$ cat src/rtl/data_sram_arbiter_pkg.sv
// Shared types and constants for the data SRAM arbiter.
// No logic; no latency.
// No backpressure.
package data_sram_arbiter_pkg;

  typedef enum logic [1:0] {
    ARB_ST_ARB   = 2'd0,
    ARB_ST_LOCK0 = 2'd1,
    ARB_ST_LOCK1 = 2'd2
  } arb_state_e;

  localparam logic ARB_M0 = 1'b0;
  localparam logic ARB_M1 = 1'b1;

  localparam int DEF_MAX_BURST = 4;

endpackage

$ cat src/rtl/data_sram_arbiter_pick.sv
// Two-way round-robin pick with optional lock mask restricting the eligible set.
// Combinational, zero latency.
// No backpressure; losers simply see gnt=0.
module arb2_rr_pick
  import data_sram_arbiter_pkg::*;
(
  input  logic [1:0] req,
  input  logic       prio,
  input  logic [1:0] lock_mask,
  output logic [1:0] gnt
);

  logic [1:0] elig;

  always_comb begin
    elig = (lock_mask != 2'b00) ? (req & lock_mask) : req;
    gnt  = elig;
    if (elig == 2'b11) begin
      gnt = (prio == ARB_M1) ? 2'b10 : 2'b01;
    end
  end

endmodule

$ cat src/rtl/data_sram_arbiter.sv
// Shares one single-port data SRAM between the EXE load/store port (m0) and an aux port (m1).
// Grant is same-cycle combinational; rvalid/rdata return exactly one cycle after the grant.
// Backpressure: a losing master holds req/addr/wen/wdata until it sees gnt.
module data_sram_arbiter
  import data_sram_arbiter_pkg::*;
#(
  parameter int ADDR_W    = 32,
  parameter int DATA_W    = 32,
  parameter int MAX_BURST = DEF_MAX_BURST
) (
  input  logic                clk,
  input  logic                reset,
  input  logic                m0_req,
  input  logic                m0_lock,
  input  logic [DATA_W/8-1:0] m0_wen,
  input  logic [ADDR_W-1:0]   m0_addr,
  input  logic [DATA_W-1:0]   m0_wdata,
  output logic                m0_gnt,
  output logic                m0_rvalid,
  output logic [DATA_W-1:0]   m0_rdata,
  input  logic                m1_req,
  input  logic                m1_lock,
  input  logic [DATA_W/8-1:0] m1_wen,
  input  logic [ADDR_W-1:0]   m1_addr,
  input  logic [DATA_W-1:0]   m1_wdata,
  output logic                m1_gnt,
  output logic                m1_rvalid,
  output logic [DATA_W-1:0]   m1_rdata,
  output logic                sram_en,
  output logic [DATA_W/8-1:0] sram_wen,
  output logic [ADDR_W-1:0]   sram_addr,
  output logic [DATA_W-1:0]   sram_wdata,
  input  logic [DATA_W-1:0]   sram_rdata
);

  localparam int BW = $clog2(MAX_BURST + 1);

  arb_state_e  state;
  logic        prio_r;
  logic [BW-1:0] beat_cnt;
  logic [BW-1:0] beat_next;
  logic        owner_r;
  logic        rvalid_r;

  logic [1:0]  lock_mask;
  logic [1:0]  gnt_raw;
  logic [1:0]  gnt;
  logic        holder_act;
  logic        winner;
  logic        any_gnt;
  logic        win_lock;

  // The lock only constrains the pick while the holder keeps requesting;
  // once it drops req the cycle is arbitrated normally.
  always_comb begin
    lock_mask = 2'b00;
    if (state == ARB_ST_LOCK0 && m0_req) begin
      lock_mask = 2'b01;
    end else if (state == ARB_ST_LOCK1 && m1_req) begin
      lock_mask = 2'b10;
    end
  end

  assign holder_act = |lock_mask;

  arb2_rr_pick u_pick (
    .req       ({m1_req, m0_req}),
    .prio      (prio_r),
    .lock_mask (lock_mask),
    .gnt       (gnt_raw)
  );

  assign gnt       = reset ? 2'b00 : gnt_raw;
  assign m0_gnt    = gnt[0];
  assign m1_gnt    = gnt[1];
  assign any_gnt   = |gnt;
  assign winner    = gnt[1] ? ARB_M1 : ARB_M0;
  assign win_lock  = (winner == ARB_M1) ? m1_lock : m0_lock;
  assign beat_next = beat_cnt + BW'(1);

  always_ff @(posedge clk) begin
    if (reset) begin
      state    <= ARB_ST_ARB;
      prio_r   <= ARB_M0;
      beat_cnt <= '0;
      owner_r  <= ARB_M0;
      rvalid_r <= 1'b0;
    end else begin
      rvalid_r <= any_gnt;
      owner_r  <= winner;
      if (any_gnt) begin
        prio_r <= ~winner;
      end
      if (holder_act) begin
        // Holder beat: leave on voluntary release or when the burst bound is hit.
        if (!win_lock || beat_next >= BW'(MAX_BURST)) begin
          state    <= ARB_ST_ARB;
          beat_cnt <= '0;
        end else begin
          beat_cnt <= beat_next;
        end
      end else if (any_gnt && win_lock && MAX_BURST > 1) begin
        state    <= (winner == ARB_M1) ? ARB_ST_LOCK1 : ARB_ST_LOCK0;
        beat_cnt <= BW'(1);
      end else begin
        state    <= ARB_ST_ARB;
        beat_cnt <= '0;
      end
    end
  end

  always_comb begin
    sram_en    = any_gnt;
    sram_wen   = '0;
    sram_addr  = '0;
    sram_wdata = '0;
    if (gnt[0]) begin
      sram_wen   = m0_wen;
      sram_addr  = m0_addr;
      sram_wdata = m0_wdata;
    end else if (gnt[1]) begin
      sram_wen   = m1_wen;
      sram_addr  = m1_addr;
      sram_wdata = m1_wdata;
    end
  end

  assign m0_rvalid = rvalid_r && (owner_r == ARB_M0) && !reset;
  assign m1_rvalid = rvalid_r && (owner_r == ARB_M1) && !reset;
  assign m0_rdata  = sram_rdata;
  assign m1_rdata  = sram_rdata;

endmodule
$ cat config.mk
export PLATFORM = sky130hd
export DESIGN_NAME = data_sram_arbiter
export DESIGN_NICKNAME = d
export VERILOG_FILES = /design/src/rtl/data_sram_arbiter_pkg.sv /design/src/rtl/data_sram_arbiter_pick.sv /design/src/rtl/data_sram_arbiter.sv
export SDC_FILE = /design/constraint.sdc
export NUM_CORES = 1
export LEC_CHECK = 0
export CAP_MARGIN = 25
export CORE_AREA = 2 2 121 123
export DETAILED_ROUTE_END_ITERATION = 12
export DIE_AREA = 0 0 123 125
export PLACE_DENSITY = 0.56
export SLEW_MARGIN = 20
export SYNTH_ARGS = -nofsm -noshare
export SYNTH_HDL_FRONTEND = slang
export SYNTH_SLANG_ARGS = --single-unit
export TNS_END_PERCENT = 50
$ cat constraint.sdc
create_clock -name clk -period 2.22 [get_ports clk]
set_clock_uncertainty 0.2 [all_clocks]
set_input_delay 0.333 -clock clk [delete_from_list [all_inputs] [get_ports clk]]
set_output_delay 0.333 -clock clk [all_outputs]
set_load 0.02 [all_outputs]
* Word-level counts from Yosys, hierarchy flattened
Cells that the tools add are included.
** Operators by class
- Add/subtract/negate cells :: 1
- $lt $le $gt $ge :: 1
- Equal/unequal tests :: 4
- Mux-type cells :: 21
- Bitwise logic cells :: 3
- Reductions and logical operators :: 13
** Operators by type and width (count)
- $mux W32 :: 4
- $mux W2 :: 10
- $mux W4 :: 2
- $logic_and A1 B1 Y1 :: 7
- $mux W3 :: 2
- $eq A2 B2 Y1 const B :: 2
- $reduce_or A2 Y1 :: 2
- $add A3 B1 Y3 const B :: 1
- $ge A3 B3 Y1 const B :: 1
- $mux W1 :: 3
- $and A2 B2 Y2 :: 1
- $eq A2 B1 Y1 const B :: 1
- $logic_not A1 Y1 :: 2
- $ne A2 B1 Y1 const B :: 1
- $not A1 Y1 :: 2
- $reduce_bool A2 Y1 :: 1
- $logic_or A1 B1 Y1 :: 1
** Word-level totals
- Register bits :: 8
- Input bits :: 174
- Output and inout bits :: 137
- Word-level logic and storage cells :: 48

* Longest topological paths before layout
Gate-level depths: netlist of the first run.
- Depth in word-level cells :: 15
- Depth in mapped cells :: 8
- Depth with buffers taken out :: 5

* By module
A second synthesis of the first run with hierarchy kept.
** Second synthesis, totals
- Cells, all modules :: 195
- Area, all modules :: 1612.8 um^2
** By module, submodules not included
- data_sram_arbiter :: instances 1, cells an instance 188, area an instance 1561.5 um^2, seq. area each 160.2 um^2
- arb2_rr_pick :: instances 1, cells an instance 7, area an instance 51.3 um^2, seq. area each 0.0 um^2

* Worst setup path before layout of the first run
No wires, ideal clock.
- Kind :: input-to-output
- Start :: input reset
- End :: output sram_addr[10]
- Arrival :: 1.617 ns
- Data required time :: 1.687 ns
- Slack :: 0.070 ns
- Stages :: 8
- Buffers on the path :: 4
- Cell sequence :: buf_2 -> nand2b_1 -> a311oi_1 -> buf_4 -> nor3_2 -> buf_6 -> buf_6 -> a22o_1
** On the way
- Cells in the longest elaborated chain, start to end :: 3
** RTL lines
- start, declared :: RTL line data_sram_arbiter.sv:12 : input logic reset,
- $mux W2 (*) :: RTL line data_sram_arbiter.sv:73 : assign gnt = reset ? 2'b00 : gnt_raw;
- $mux W32 :: RTL line data_sram_arbiter.sv:121 : end else if (gnt[1]) begin
- $mux W32 (*) :: RTL line data_sram_arbiter.sv:117 : if (gnt[0]) begin
- end, declared :: RTL line data_sram_arbiter.sv:31 : output logic [ADDR_W-1:0] sram_addr,
Mark *: on every way between the ends. The rest lies on a longest branch, timed or not.

* Worst setup path after layout of the first run
- Start :: input m0_req
- End :: output sram_wdata[27]
** On the way
- Cells in the longest elaborated chain, start to end :: 9
- Elaborated cells between the ends (all ways) :: 10
- Those cells by class :: eq/ne (1); mux (6); bitwise (1); reduce/logical (2)
** RTL lines
- start, declared :: RTL line data_sram_arbiter.sv:13 : input logic m0_req,
- $logic_and A1 B1 Y1 :: RTL line data_sram_arbiter.sv:57 : if (state == ARB_ST_LOCK0 && m0_req) begin
- $mux W2 :: RTL line data_sram_arbiter.sv:57
- $and A2 B2 Y2 / $reduce_bool A2 Y1 (equally long branches) :: RTL line data_sram_arbiter_pick.sv:16 : elig = (lock_mask != 2'b00) ? (req & lock_mask) : req;
- $mux W2 (*) :: RTL line data_sram_arbiter_pick.sv:16
- $eq A2 B2 Y1 :: RTL line data_sram_arbiter_pick.sv:18 : if (elig == 2'b11) begin
- $mux W2 (*) :: RTL line data_sram_arbiter_pick.sv:18
- $mux W2 (*) :: RTL line data_sram_arbiter.sv:73
- $mux W32 :: RTL line data_sram_arbiter.sv:121
- $mux W32 (*) :: RTL line data_sram_arbiter.sv:117
- end, declared :: RTL line data_sram_arbiter.sv:32 : output logic [DATA_W-1:0] sram_wdata,
Marked as above.

==> impl_summary.txt, run 1 <==
----------------------------------------------------
[Routing]
  DR DRC count ... 0
  Routed vias/inst ... 3.83
  Routed via count ... 2060
  Wire length per cell after detailed routing ... 14.2 um
  Number of iterations in the first detailed-routing pass ... 4
  Wire length reported by the detailed router ... 7660 um
  Detailed Route Iter0 Violations ... 56
  Detail Route Antenna Nets ... 0

[Yosys]
  Synthesized flop and latch total ... 8
  Post-Syn Area ... 1550 sq um
  Number of warning messages in the yosys log ... 0
  Cells after Synth ... 190
  Count of distinct cell types in the synthesized netlist ... 27
  Total nets after synthesis ... 365
  Number of enable-type register cells in the synthesized netlist ... 0
  Top_reg_cell synth ... sky130_fd_sc_hd__dfxtp_1
  Part of the Yosys area used for sequential elements ... 10.4%
  Synthesized area per cell ... 8.13 sq um
  Post-synthesis async set-or-reset flop share ... 0%

[Timing]
  Final setup slack of the worst path ... -0.231 ns
  Fin. max-slew vios ... 0
  Minimum period implied by the final worst setup slack ... 2.45 ns
  Fin. Hold Viols ... 0
  Fmax achieved ... 0.408 GHz
  Setup Total Neg Slack ... -13.40 ns
  Final Setup Violations ... 70
  Fin crit share ... 110%
  Setup repair after global routing missed its margin ... yes

[Floorplanning]
  Area of the die ... 15400 sq um
  Y dimension of the die ... 125 um
  Placement row count ... 44
  Die Span X ... 123 um
  Area of the core region ... 14200 sq um
  IO Count ... 311
  Starting density of the core ... 10.9%

[Critical path]
  Crit Reg-Reg Startpoint ... state[1]
  CP max-delay cell ... sky130_fd_sc_hd__a311oi_4
  Minimum setup slack among reg-to-reg paths ... 0.23 ns
  Endpoint of the worst-slack reg-to-reg timing path ... beat_cnt[1]
  Logic depth of the worst register-to-register path ... 6
  Startpoint type of the worst setup path ... input pin
  Delay of the slowest cell on the worst path ... 0.37 ns
  End point of the critical path ... sram_wdata[27]
  Data arrival time of the worst path ... 1.92 ns
  Maximum net fanout on the critical path ... 11
  Launch point of the critical path ... m0_req
  Crit path cell chain ... dlygate4sd2_1 -> and3b_2 -> a311oi_4 -> buf_4 -> clkbuf_16 -> a22o_1 -> buf_2
  Kind of critical path ... in2out
  Crit path required time ... 1.69 ns
  Setup crit end kind ... output pin

[Status]
  Violated checks ... negative setup slack
  Status ... complete, but fails checks

[GRT]
  GRT busiest layer ... met2
  Met1 track demand over resource in global routing ... 8.66%
  Overall Global Routing Usage ... 8.62%
  Met2 track demand over resource in global routing ... 16.2%
  Met3 routing resource usage after global routing ... 3.28%
  Via count of the first global-routing pass ... 2116
  Maximum number of pins on one net before global-route repair ... 23
  Grt total ovfl ... 0
  Number of antenna violations at the first check in global routing ... 0
  Wire length of the first global-routing pass ... 10600 um

[Cells and area]
  Layout Utilization ... 24.5%
  Commonest non-fill, non-tap cells in the layout ... sky130_fd_sc_hd__clkdlybuf4s50_1 (140), sky130_fd_sc_hd__a22o_1 (68), sky130_fd_sc_hd__buf_2 (51)
  Fraction of final layout cells sized beyond drive strength 1 ... 29.9%
  Design Area, Final ... 3480 sq um
  # nets final ... 531
  Most frequent standard cell in the layout excluding fill and tap cells ... sky130_fd_sc_hd__clkdlybuf4s50_1
  Area delta synth->final ... 126%
  Antenna Cells ... 0

[Clocking]
  CTS H-tree depth ... 1
  Clock tree from TritonCTS ... built
  Worst-skew pair later-pin latency ... 0.23 ns
  Number of buffers between clock root and the deepest sink ... 2
  Clock edge transition at the registers on the reported setup and hold paths ... 0.04 ns
  Master cell of the clock root buffer ... sky130_fd_sc_hd__clkbuf_16
  Post-cts hold buffer count ... 0
  Number of buffers inserted during clock tree synthesis ... 3
  Total number of clock tree sinks ... 8

[Placed design]
  Worst slack at placement ... -0.837 ns
  Last weighted congestion value of the routability-driven placer ... 0.711
  Half-perimeter wire length after placement ... 6020 um
  Area post-placement ... 3580 sq um
  Port Buffer Count ... 214

[Worst hold path]
  Path type of the worst min-delay path ... reg2reg

[Pwr]
  Peak ir drop on the vdd network ... 0.000203 V
  P per Cell Area ... 354 nW/um^2
  Power after layout ... 1.24 mW
  Leakage dissipation ... 1.54 nW

[Run]
  Count of maximum capacitance violations ... 0

----------------------------------------------------
[cell usage after synthesis, types with 2 or more instances]
cell type                  instances  share of area (%)
sky130_fd_sc_hd__a311oi_1          2                1.1
sky130_fd_sc_hd__nor2_1            4               0.97
sky130_fd_sc_hd__buf_2             8                2.6
sky130_fd_sc_hd__buf_4            65                 32
sky130_fd_sc_hd__buf_6             2                1.5
sky130_fd_sc_hd__dfxtp_1           8                 10
sky130_fd_sc_hd__nor3b_1           2               0.97
sky130_fd_sc_hd__a21oi_1           2               0.65
sky130_fd_sc_hd__and3b_1           2                1.1
sky130_fd_sc_hd__nand2b_1          3                1.2
sky130_fd_sc_hd__nor2b_1           2               0.81
sky130_fd_sc_hd__clkbuf_1          5                1.2
sky130_fd_sc_hd__a22o_1           68                 39
sky130_fd_sc_hd__o211ai_1          2               0.97
sky130_fd_sc_hd__nand2_1           3               0.73
[per-layer routing]
metal / vias to the layer above / part of all wire, % / wire length (um)
met3: 10 / 13 / 971
met5: - / 0 / 0
met1: 936 / 36 / 2730
met2: 133 / 50 / 3860
li1: 981 / - / -
met4: 0 / 1.3 / 99
[final cells by class]
cell class / instances / area [sq um]
multi-input cells: 101 / 852
fillers: 1568 / 10700
flip-flops and latches: 8 / 164
well taps: 184 / 230
inverters: 1 / 3.75
clock buffers: 3 / 75.1
repair buffers: 241 / 2160
[how the worst min path moves through the flow]
stage	from	end	cells after the start
after detailed placement	beat_cnt[0]	beat_cnt[0]	2
after global routing	beat_cnt[0]	beat_cnt[0]	2
after CTS	beat_cnt[0]	beat_cnt[0]	2
after floorplan	m0_req	owner_r	1
after global placement	beat_cnt[0]	beat_cnt[0]	2
final	beat_cnt[0]	beat_cnt[0]	2
[worst max-delay path: cells and delay by family]
family / cells / cell delay (ns)
and+or+nand+nor: 1 / 0.23
AOI/OAI and AO/OA: 2 / 0.51
buffers and inverters: 4 / 0.85
[metrics by stage]
stage / hold WS (ns) / cells
2_1_floorplan: 0.248 / 190
3_3_place_gp: 0.320 / 531
3_5_place_dp: 0.331 / 531
4_1_cts: 0.338 / 538
5_1_grt: 0.364 / 538
6_report: 0.337 / 538
[report_power, final]
group          internal [mW]  leakage (nW)  total, mW  switching (mW)
registers              0.151        0.0669      0.155         0.00362
logic                  0.446          1.44      0.776           0.330
clock network          0.232        0.0370      0.304          0.0721
[kinds of logic after synthesis]
| group | count (synthesis) | share of synthesized area, % |
|---|---|---|
| multiplexers | 1 | 0.648 |
| AO/OA/AOI/OAI | 76 | 42.2 |
| adder cells (fa/ha/maj) | 1 | 0.810 |
| AND/OR/NAND/NOR | 21 | 8.10 |
| XOR/XNOR | 1 | 0.567 |
| other | 1 | 0.243 |
| flip-flops | 8 | 10.4 |
| buffers and inverters | 81 | 37.1 |
[registers in the layout (all words and copies together) (netlist names)]
signal	count
beat_cnt	3
owner_r	1
prio_r	1
rvalid_r	1
state	2
[what timing repair did]
item / 4_1_cts / 5_1_grt
gates resized for setup: 301 / 22
endpoints found under the setup margin: 73 / 70
pin swaps: 3 / 5
gates cloned: 1 / 1
setup buffers: 4 / 3
Power figures use the tool's default switching activity.
==> run 2, diff against run 1 <==
--- a/config.mk
+++ b/config.mk
@@ -7,8 +7,10 @@
 export LEC_CHECK = 0
 export CAP_MARGIN = 25
 export CORE_AREA = 2 2 121 123
+export CTS_CLUSTER_DIAMETER = 150
 export DETAILED_ROUTE_END_ITERATION = 12
 export DIE_AREA = 0 0 123 125
+export MAX_ROUTING_LAYER = met4
 export PLACE_DENSITY = 0.56
 export SLEW_MARGIN = 20
 export SYNTH_ARGS = -nofsm -noshare
==> run 2 against run 1 <==
  * The flow still finishes with violations (negative setup slack)
  * Global-route usage up 0.25 points
  * Worst hold slack is essentially flat
  * Wire length about the same
  * First-iteration DRC count fell by 3.6%
  * Sequential cell count is the same
  * Combinational power about the same
  * Critical endpoint unchanged
  * Largest power group unchanged
==> impl_summary.txt, run 2 (synthesized netlist as in run 1, its figures left out) <==
----------------------------------------------------
[Status]
  Status ... complete, but fails checks
  Violated checks ... negative setup slack

[GRT]
  Grt total ovfl ... 0 (unchanged)
  Overall Global Routing Usage ... 8.87% (+0.25 points)
  Via count of the first global-routing pass ... 2116 (unchanged)
  Maximum number of pins on one net before global-route repair ... 23 (unchanged)
  Wire length of the first global-routing pass ... 10600 um (about the same)
  Number of antenna violations at the first check in global routing ... 0 (unchanged)

[Cells and area]
  Fraction of final layout cells sized beyond drive strength 1 ... 29.9% (unchanged)
  Fill cell count ... 1568 (unchanged)
  Largest register by flop count ... beat_cnt
  Largest register FFs ... 3 (unchanged)
  Layout Utilization ... 24.5% (unchanged)
  Post-route non-filler standard cell count ... 538 (unchanged)
  Most frequent standard cell in the layout excluding fill and tap cells ... sky130_fd_sc_hd__clkdlybuf4s50_1
  Area delta synth->final ... 126% (unchanged)
  Antenna Cells ... 0 (unchanged)
  # nets final ... 531 (unchanged)
  Commonest non-fill, non-tap cells in the layout ... sky130_fd_sc_hd__clkdlybuf4s50_1 (140), sky130_fd_sc_hd__a22o_1 (68), sky130_fd_sc_hd__buf_2 (51)
  Top flop regs ... beat_cnt (3), state (2)

[Timing]
  Setup repair after global routing missed its margin ... yes
  Fmax achieved ... 0.408 GHz (about the same)
  Fin crit share ... 110% (about the same)
  Final setup slack of the worst path ... -0.230 ns (+0.000875 ns)
  Minimum period implied by the final worst setup slack ... 2.45 ns (-0.000875 ns)
  Fin. max-slew vios ... 0 (unchanged)
  Setup Total Neg Slack ... -13.39 ns (+0.00940 ns)
  Final Setup Violations ... 70 (unchanged)
  Fin. Hold Viols ... 0 (unchanged)

[Routing]
  Number of iterations in the first detailed-routing pass ... 4 (unchanged)
  Routed vias/inst ... 3.83 (about the same)
  Wire length per cell after detailed routing ... 14.2 um (about the same)
  Wire length reported by the detailed router ... 7660 um (about the same)
  Routed via count ... 2059 (-0.049%)
  DR DRC count ... 0 (unchanged)
  Detail Route Antenna Nets ... 0 (unchanged)
  Detailed Route Iter0 Violations ... 54 (-3.6%)

[Placed design]
  Worst slack at placement ... -0.837 ns (unchanged)
  Port Buffer Count ... 214 (unchanged)
  Last weighted congestion value of the routability-driven placer ... 0.719 (+1.1%)
  Instance count after placement with tap cells included ... 531 (unchanged)
  Half-perimeter wire length after placement ... 6020 um (unchanged)

[Critical path]
  Startpoint type of the worst setup path ... input pin
  Endpoint of the worst-slack reg-to-reg timing path ... beat_cnt[1]
  Data arrival time of the worst path ... 1.92 ns (about the same)
  CP max-delay cell ... sky130_fd_sc_hd__a311oi_4
  Setup crit end kind ... output pin
  Minimum setup slack among reg-to-reg paths ... 0.23 ns (about the same)
  Crit path cell chain ... dlygate4sd2_1 -> and3b_2 -> a311oi_4 -> buf_4 -> clkbuf_16 -> a22o_1 -> buf_2
  Kind of critical path ... in2out
  Logic depth of the worst register-to-register path ... 6 (unchanged)
  Delay of the slowest cell on the worst path ... 0.37 ns (about the same)
  Maximum net fanout on the critical path ... 11 (unchanged)
  Crit path required time ... 1.69 ns (about the same)
  Crit Reg-Reg Startpoint ... state[1]

[Floorplanning]
  Y dimension of the die ... 125 um (unchanged)
  Area of the core region ... 14200 sq um (unchanged)
  Area of the die ... 15400 sq um (unchanged)
  IO Count ... 311 (unchanged)
  Starting density of the core ... 10.9% (unchanged)
  Placement row count ... 44 (unchanged)
  Die Span X ... 123 um (unchanged)

[Clocking]
  Clock tree from TritonCTS ... built
  Worst-skew pair later-pin latency ... 0.23 ns (about the same)
  Master cell of the clock root buffer ... sky130_fd_sc_hd__clkbuf_16
  CTS H-tree depth ... 1 (unchanged)
  Number of buffers between clock root and the deepest sink ... 2 (unchanged)
  Clock edge transition at the registers on the reported setup and hold paths ... 0.04 ns (about the same)
  Post-cts hold buffer count ... 0 (unchanged)
  Total number of clock tree sinks ... 8 (unchanged)
  Number of buffers inserted during clock tree synthesis ... 3 (unchanged)

[Pwr]
  P per Cell Area ... 354 nW/um^2 (about the same)
  Peak ir drop on the vdd network ... 0.000203 V (about the same)
  Power after layout ... 1.24 mW (about the same)
  Leakage dissipation ... 1.54 nW (unchanged)

[Worst hold path]
  Source of the worst hold timing path ... beat_cnt[0]
  Sink of the worst hold path ... beat_cnt[0]
  Count of cells along the worst hold path ... 2 (unchanged)
  Path type of the worst min-delay path ... reg2reg

[Run]
  Count of maximum capacitance violations ... 0 (unchanged)

----------------------------------------------------
-- run 2: final cells by class --
| class | count | area, sq um | share of cell area [%] |
|---|---|---|---|
| Clock buffer | 3 | 75.1 | 2.15 |
| Multi-Input combinational cell | 101 | 852 | 24.5 |
| Tap cell | 184 | 230 | 6.61 |
| Timing Repair Buffer | 241 | 2160 | 62.0 |
| Inverter | 1 | 3.75 | 0.108 |
| Sequential cell | 8 | 164 | 4.70 |
-- run 2: critical path, delay by kind of cell --
family | cells | cell delay (ns)
simple gates | 1 | 0.23
buf+inv | 4 | 0.85
compound gates | 2 | 0.51
-- run 2: how the worst max path moves through the flow --
stage	from	endpoint	slack, ns	depth (start not counted)
2_1_floorplan	reset	sram_addr[10]	0.07	8
3_3_place_gp	m0_req	sram_addr[26]	-0.82	7
3_5_place_dp	m0_req	sram_addr[0]	-0.84	7
4_1_cts	state[1]	sram_addr[0]	-0.35	8
5_1_grt	state[1]	sram_addr[0]	-0.30	7
6_report	m0_req	sram_wdata[27]	-0.23	7
-- run 2: power breakdown --
| part | total, mW | switching [mW] | internal (mW) |
|---|---|---|---|
| registers | 0.155 | 0.00362 | 0.151 |
| clock network | 0.305 | 0.0721 | 0.232 |
| logic | 0.776 | 0.330 | 0.446 |
| total | 1.24 | 0.406 | 0.829 |
-- run 2: per-layer routing --
layer,part of all wire (%),up-vias,track usage (%)
li1,-,981,-
met5,0,-,-
met1,35,935,8.69
met2,50,133,16.2
met3,13,10,3.24
met4,1.3,0,2.47
-- run 2: repair_timing --
action	in CTS	in global routing
setup buffers	4	3
gates resized for setup	301	22
pin swaps	3	5
gates cloned	1	1
endpoints found under the setup margin	73	70
-- run 2: metrics by stage --
stage / hold WS [ns] / cell area (sq um)
6_report: 0.337 / 3480
4_1_cts: 0.338 / 3460
5_1_grt: 0.364 / 3480
2_1_floorplan: 0.248 / 1550
3_5_place_dp: 0.331 / 3580
3_3_place_gp: 0.320 / 3580
